==> src/rtl/measurement_stream_adapter.sv <==
// measurement_stream_adapter: strips/validates framed 64-bit host words and emits 32-bit beats, low half first.
module measurement_stream_adapter #(
    parameter logic [15:0] HEADER_MAGIC    = 16'hA5C3,
    parameter int          LEN_WIDTH       = 16,
    parameter int          FRAME_CNT_WIDTH = 16
) (
    input  logic                       clk,
    input  logic                       reset,
    input  logic [63:0]                s_data,
    input  logic                       s_valid,
    input  logic                       s_last,
    output logic                       s_ready,
    output logic [31:0]                m_data,
    output logic                       m_valid,
    output logic                       m_last,
    input  logic                       m_ready,
    output logic [31:0]                frame_id,
    output logic                       frame_done,
    output logic [FRAME_CNT_WIDTH-1:0] frame_count,
    output logic                       err_magic,
    output logic                       err_length
);
    localparam logic [1:0] HDR = 2'd0, PAYLOAD = 2'd1, DISCARD = 2'd2;
    localparam logic [1:0] END_NONE = 2'd0, END_DONE = 2'd1, END_TRUNC = 2'd2, END_LONG = 2'd3;
    logic [1:0]           state, end_kind;
    logic [LEN_WIDTH-1:0] remaining, rem_next, len;
    logic [63:0]          word;
    logic                 full, high, ready_en, s_acc, hi_take, lo_take, magic_ok;
    // A buffered word that closes the frame blocks further intake until its high half leaves.
    always_comb begin
        len      = s_data[32 +: LEN_WIDTH];
        magic_ok = s_data[63:48] == HEADER_MAGIC;
        rem_next = remaining - 1'b1;
        hi_take  = full && high && m_ready;
        lo_take  = full && !high && m_ready;
        s_ready  = ready_en && (state != PAYLOAD || ((!full || hi_take) && end_kind == END_NONE));
        s_acc    = s_valid && s_ready;
        m_valid  = full;
        m_data   = full ? (high ? word[63:32] : word[31:0]) : '0;
        m_last   = full && high && end_kind != END_NONE;
    end
    always_ff @(posedge clk) begin
        if (!reset) begin
            state       <= HDR;
            remaining   <= '0;
            word        <= '0;
            full        <= 1'b0;
            high        <= 1'b0;
            end_kind    <= END_NONE;
            ready_en    <= 1'b0;
            frame_id    <= '0;
            frame_done  <= 1'b0;
            frame_count <= '0;
            err_magic   <= 1'b0;
            err_length  <= 1'b0;
        end else begin
            ready_en   <= 1'b1;
            frame_done <= 1'b0;
            err_magic  <= 1'b0;
            err_length <= 1'b0;
            if (lo_take) high <= 1'b1;
            if (hi_take) begin
                full       <= 1'b0;
                high       <= 1'b0;
                end_kind   <= END_NONE;
                err_length <= end_kind == END_TRUNC || end_kind == END_LONG;
                if (end_kind == END_DONE) begin
                    frame_done  <= 1'b1;
                    frame_count <= frame_count + 1'b1;
                end
                if (end_kind != END_NONE) state <= end_kind == END_LONG ? DISCARD : HDR;
            end
            if (s_acc) begin
                case (state)
                    HDR: begin
                        frame_id  <= s_data[31:0];
                        remaining <= len;
                        if (!magic_ok) begin
                            err_magic <= 1'b1;
                            state     <= s_last ? HDR : DISCARD;
                        end else if (len == '0) begin
                            frame_done <= s_last;
                            err_length <= !s_last;
                            state      <= s_last ? HDR : DISCARD;
                            if (s_last) frame_count <= frame_count + 1'b1;
                        end else if (s_last) begin
                            err_length <= 1'b1;
                        end else begin
                            state <= PAYLOAD;
                        end
                    end
                    PAYLOAD: begin
                        word      <= s_data;
                        full      <= 1'b1;
                        high      <= 1'b0;
                        remaining <= rem_next;
                        end_kind  <= s_last ? (rem_next == '0 ? END_DONE : END_TRUNC)
                                            : (rem_next == '0 ? END_LONG : END_NONE);
                    end
                    default: if (s_last) state <= HDR;
                endcase
            end
        end
    end
endmodule

==> config.mk <==
export PLATFORM = sky130hd
export DESIGN_NAME = measurement_stream_adapter
export DESIGN_NICKNAME = d
export VERILOG_FILES = /design/src/rtl/measurement_stream_adapter.sv
export SDC_FILE = /design/constraint.sdc
export NUM_CORES = 1
export LEC_CHECK = 0
export ABC_CLOCK_PERIOD_IN_PS = 2900
export CORE_MARGIN = 2
export CORE_UTILIZATION = 50
export CTS_CLUSTER_DIAMETER = 150
export DETAILED_ROUTE_END_ITERATION = 10
export HOLD_SLACK_MARGIN = 0.02
export PLACE_DENSITY = 0.81
export SLEW_MARGIN = 25
export SYNTH_ARGS = -nofsm -noshare
export SYNTH_HDL_FRONTEND = slang
export SYNTH_SLANG_ARGS = --single-unit
==> constraint.sdc <==
create_clock -name clk -period 2.9 [get_ports clk]
set_input_delay 0.435 -clock clk [delete_from_list [all_inputs] [get_ports clk]]
set_output_delay 0.435 -clock clk [all_outputs]
set_load 0.01 [all_outputs]
# Yosys cells after proc, flatten, opt, wreduce, memory -nomap -nowiden
# Index checks and enable logic that the tools add are counted.
# Widths: inputs -> output; s select.
[word_totals] regBits=138 elab_cells=91 input_bits=69
[op_classes] addsub=2 n_reduce_logical=24 n_eq_ne=6 muxes=47
[ops] op="$mux 16" count=7
[ops] op="$mux 32" count=2
[ops] op="$logic_not 16->1" count=2
[ops] op="$pmux 16 s2" count=1
[ops] op="$mux 2" count=15
[ops] op="$mux 1" count=21
[ops] op="$add 16x1->16 const B" count=1
[ops] op="$eq 16x16->1 const B" count=1
[ops] op="$sub 16x1->16 const B" count=1
[ops] op="$logic_and 1x1->1" count=8
[ops] op="$reduce_and 2->1" count=3
[ops] op="$eq 2x1->1 const B" count=2
[ops] op="$eq 2x2->1 const B" count=2
[ops] op="$logic_not 2->1" count=2
[ops] op="$pmux 2 s2" count=1
[ops] op="$reduce_bool 2->1" count=2
[ops] op="$logic_not 1->1" count=3
[ops] op="$logic_or 1x1->1" count=3
[ops] op="$reduce_and 3->1" count=1
[ops] op="$ne 2x1->1 const B" count=1

# Depth between registers and ports, before layout
[depth] depth_word=9 depth_mapped=11 depth_no_buf=11

# Worst setup path after synthesis
# Ideal clock, no wire load.
[synth_timing] path_type="reg2reg" start="reg remaining[0]" end="reg end_kind[1]" path_slack_ns=0.472 arrival_ns=2.368 synth_period_minus_slack_ns=2.428 path_stages_with_launch=11 cell_sequence="dfxtp_1 inv_1 ha_1 nor4b_2 nand3_1 xnor2_1 nor4_1 and3_1 ha_1 o21ai_0 and2_1"
[synth_between] elab_chain_len=6 elab_cells_between_ends=7 classes_between="add/sub: 1; mux: 5; reduce/logical: 1"
[synth_lines] element="start: declaration" line_no="26" rtl="logic [LEN_WIDTH-1:0] remaining, rem_next, len;"
[synth_lines] element="start signal: assignment" line_no="77" rtl="remaining <= len;"
[synth_lines] element="start signal: assignment" line_no="96" rtl="remaining <= rem_next;"
[synth_lines] element="$sub 16x1->16 (*)" line_no="33" rtl="rem_next = remaining - 1'b1;"
[synth_lines] element="$logic_not 16->1 (*)" line_no="97, 98"
[synth_lines] element="$mux 2, on equally long branches" line_no="98, 97"
[synth_lines] element="$mux 2 (*)" line_no="97" rtl="end_kind <= s_last ? (rem_next == '0 ? END_DONE : END_TRUNC)"
[synth_lines] element="$mux 2 (*)" line_no="74" rtl="case (state)"
[synth_lines] element="$mux 2 (*)" line_no="73" rtl="if (s_acc) begin"
[synth_lines] element="end signal: assignment" line_no="97"
[synth_lines] element="end: declaration" line_no="25" rtl="logic [1:0] state, end_kind;"
# Mark *: on every way between the ends. The rest lies on a longest branch, timed or not.
# A chain may end at the register's enable or synchronous reset.

# Worst setup path after layout
[layout_timing] start="in m_ready" end="out s_ready"
[layout_between] elab_chain_len=5
[layout_lines] element="start: declaration" line_no="16" rtl="input logic m_ready,"
[layout_lines] element="$logic_and 1x1->1" line_no="34" rtl="hi_take = full && high && m_ready;"
[layout_lines] element="$logic_or 1x1->1" line_no="36" rtl="s_ready = ready_en && (state != PAYLOAD || ((!full || hi_take) && end_kind == END_NONE));"
[layout_lines] element="$logic_and 1x1->1" line_no="36"
[layout_lines] element="$logic_or 1x1->1" line_no="36"
[layout_lines] element="$logic_and 1x1->1" line_no="36"
[layout_lines] element="end: declaration" line_no="12" rtl="output logic s_ready,"
# Every way passes these cells.

==> flow_summary.ini <==
[detailed_routing]
ant_nets = 0
routedWlPerCell_um = 17.1
routed_via_density = 5.69
vias = 6310
dr.pass1.iters = 5
dr.first_iter.drc_count = 560
top_layer = met5
drt_wl_total_um = 18900
route.detailed.drc = 0
wl_met3_um = 2010
wl_met1_um = 8060
dr_wl_met2_um = 8530

[place]
dp_slack_ns = 0.00113
gp_congestion = 0.917
place_area_mm2 = 0.00816
dpl.hpwl_um = 13000
io_buffers = 154
dp_cells = 1078

[floorplan]
io_pins = 155
dieWidth_um = 117
std_cell_rows = 41
start_util_pct = 50.9
dieArea_mm2 = 0.0137
fp.dieH_um = 117
coreArea_mm2 = 0.0126

[setup_path]
required_ns = 2.47
critPathCaptureType = output pin
worstSetupStartpointType = input pin
critical_path_class = in -> out
path_max_fanout = 4
cp.arrival_ns = 2.19

[clock_network]
root_buffer = clkbuf_16
path_clk_slew_ns = 0.06
postCtsSetupBuffers = 0
clock-sinks = 138
cts_tree = built
clk_path_buf_depth = 2
cts_made_buffers = 17
postCtsResizedCells = 0
htreeDepth = 4
postCtsHoldBufs = 0
clk_latency_ns = 0.43

[yosys]
synth_seq_cells = 138
synth_flop_cell = dfxtp_1
async_reset_ff_share_pct = 0
ys_warn_count = 0
synth_top_area_share_pct = 43.2
synth_cell_type_count = 53
syn_nets = 855
synth_edf_count = 0
synth.cell_area_mm2 = 0.00640
postSynthCellCount = 781
synth_top_cell_by_area = dfxtp_1
seq_area_frac_synth_pct = 43.2
synth_area_leaders = dfxtp_1 (43%), mux2i_1 (10%), nand2_1 (7.9%), a21oi_1 (7.6%), nand3_1 (3.5%)
syn_avg_cell_area_um2 = 8.19

[global_routing]
grt_pass1_vias = 5588
grt_max_degree = 58
grt_util_all_layers_pct = 27.5
grt_first_pass_wirelength_um = 28800
grt_antenna_before_repair = 1
overflow = 0

[finish]
fin_nets = 999
final_util_pct = 69.4
stdcell_count = 1108
drive_gt1_share_pct = 7.48
register_area_mm2 = 0.00277
area_growth_pct = 36.2
final_area_mm2 = 0.00872
multi_input_area_mm2 = 0.00337
n_antenna_cell = 0
fillerInstances = 1005

[power]
ir_worst_vdd_uv = 394
power_density_mw_per_mm2 = 509
p_sw_share_pct = 23.5
comb_power_share_pct = 9.6
power_frac_clock_pct = 46.1
p_int_mw = 3.39
p_seq_share_pct = 44.2
switching_power_mw = 1.04
finalPower_mw = 4.44
p_leak_nw = 3.14

[status]
outcome = finished clean

[timing]
tightest_slew_ns = 0.895
slew_viol_final = 0
skew_ns = 0.00795
tns_ns = 0
relSlewSlack_pct = 40.4
rsz0062_at_grt = no
max_freq_mhz = 380
setup_violations = 0
fin_crit_ns = 2.63
hold_violations = 0
fin_crit_sh_pct = 90.6
hold_ws_ns = 0.452
setup_ws_ns = 0.272

[flow_run]
cap_violations = 0

[min_path]
worstHoldPathType = reg -> reg
-- Yosys cell counts, types with 6 or more instances --
cell type,count
nor2_1,56
nor2b_1,33
nor4_1,9
and3_1,6
nand3_1,45
clkbuf_1,45
nor3_1,9
o21ai_0,23
a21oi_1,97
mux2i_1,65
buf_2,9
o31ai_1,9
inv_1,9
xnor2_1,6
nand2_1,134
or3_1,10
dfxtp_1,138
-- flip-flops by register name, summed over array words and instances, names as in the netlist --
signal / cells
word: 64
frame_id: 32
frame_count: 16
ready_en: 1
high: 1
m_valid: 1
err_length: 1
end_kind: 2
err_magic: 1
state: 2
frame_done: 1
remaining: 16
-- worst max-delay path: stages --
cell             delay (ns)
clkdlybuf4s50_1        0.52
a21bo_2                0.16
nand2_1                0.14
a21boi_0               0.34
clkdlybuf4s50_1        0.60
-- area by class of cell --
class                   instances  area share (%)
multi-input cells             575            38.6
flip-flops and latches        138            31.7
repair buffers                184            20.4
clock buffers                  23            5.60
well taps                     172            2.47
clock inverters                 7           0.775
inverters                       9           0.402
-- metal layers --
layer / global-route usage [%] / up-vias
li1: - / 3028
met1: 37.4 / 2951
met2: 40.2 / 301
met3: 10.7 / 28
met4: 8.71 / 2
met5: 0 / -
-- cells in the final DEF (no fill, tap or decap), drive strengths merged, types with 6 or more instances in the layout --
cell and n:
a21oi 97, nand2 134, nor2 56, xnor2 6, dfxtp 138, buf 30
nor4 10, inv 8, o31ai 9, nand3 45, or3 10, clkdlybuf4s50 154
and3 6, mux2i 65, nor2b 33, nor3 9, o21ai 23, clkbuf 23
-- kinds of logic (layout without fill, tap and decap cells) --
| group | Yosys count | count (layout) | share of synthesized area [%] |
|---|---|---|---|
| AND/OR/NAND/NOR | 336 | 336 | 25.7 |
| AO/OA/AOI/OAI | 162 | 162 | 14.6 |
| flip-flops | 138 | 138 | 43.2 |
| buffers and inverters | 68 | 223 | 4.40 |
| multiplexers | 65 | 65 | 10.2 |
| XOR/XNOR | 7 | 7 | 0.958 |
| adder cells (fa/ha/maj) | 5 | 5 | 0.978 |
-- power groups by stage --
stage / clock, mW / combinational [mW] / sequential, mW
6_report: 2.05 / 0.427 / 1.96
5_1_grt: 2.14 / 0.459 / 1.97
4_1_cts: 2.06 / 0.421 / 1.96
3_5_place_dp: 0 / 0.417 / 2.00
3_3_place_gp: 0 / 0.413 / 2.00
2_1_floorplan: 0 / 0.180 / 2.00
-- path summary, 6_finish.rpt --
check,startpoint,end,slack [ns],depth (start not counted)
worst max register to register,remaining[8],end_kind[1],0.40,8
worst max-delay path,m_ready,s_ready,0.27,5
worst min register to register,frame_id[18],frame_id[18],0.45,2
worst min-delay path,frame_id[18],frame_id[18],0.45,2
Power figures use the tool's default switching activity.
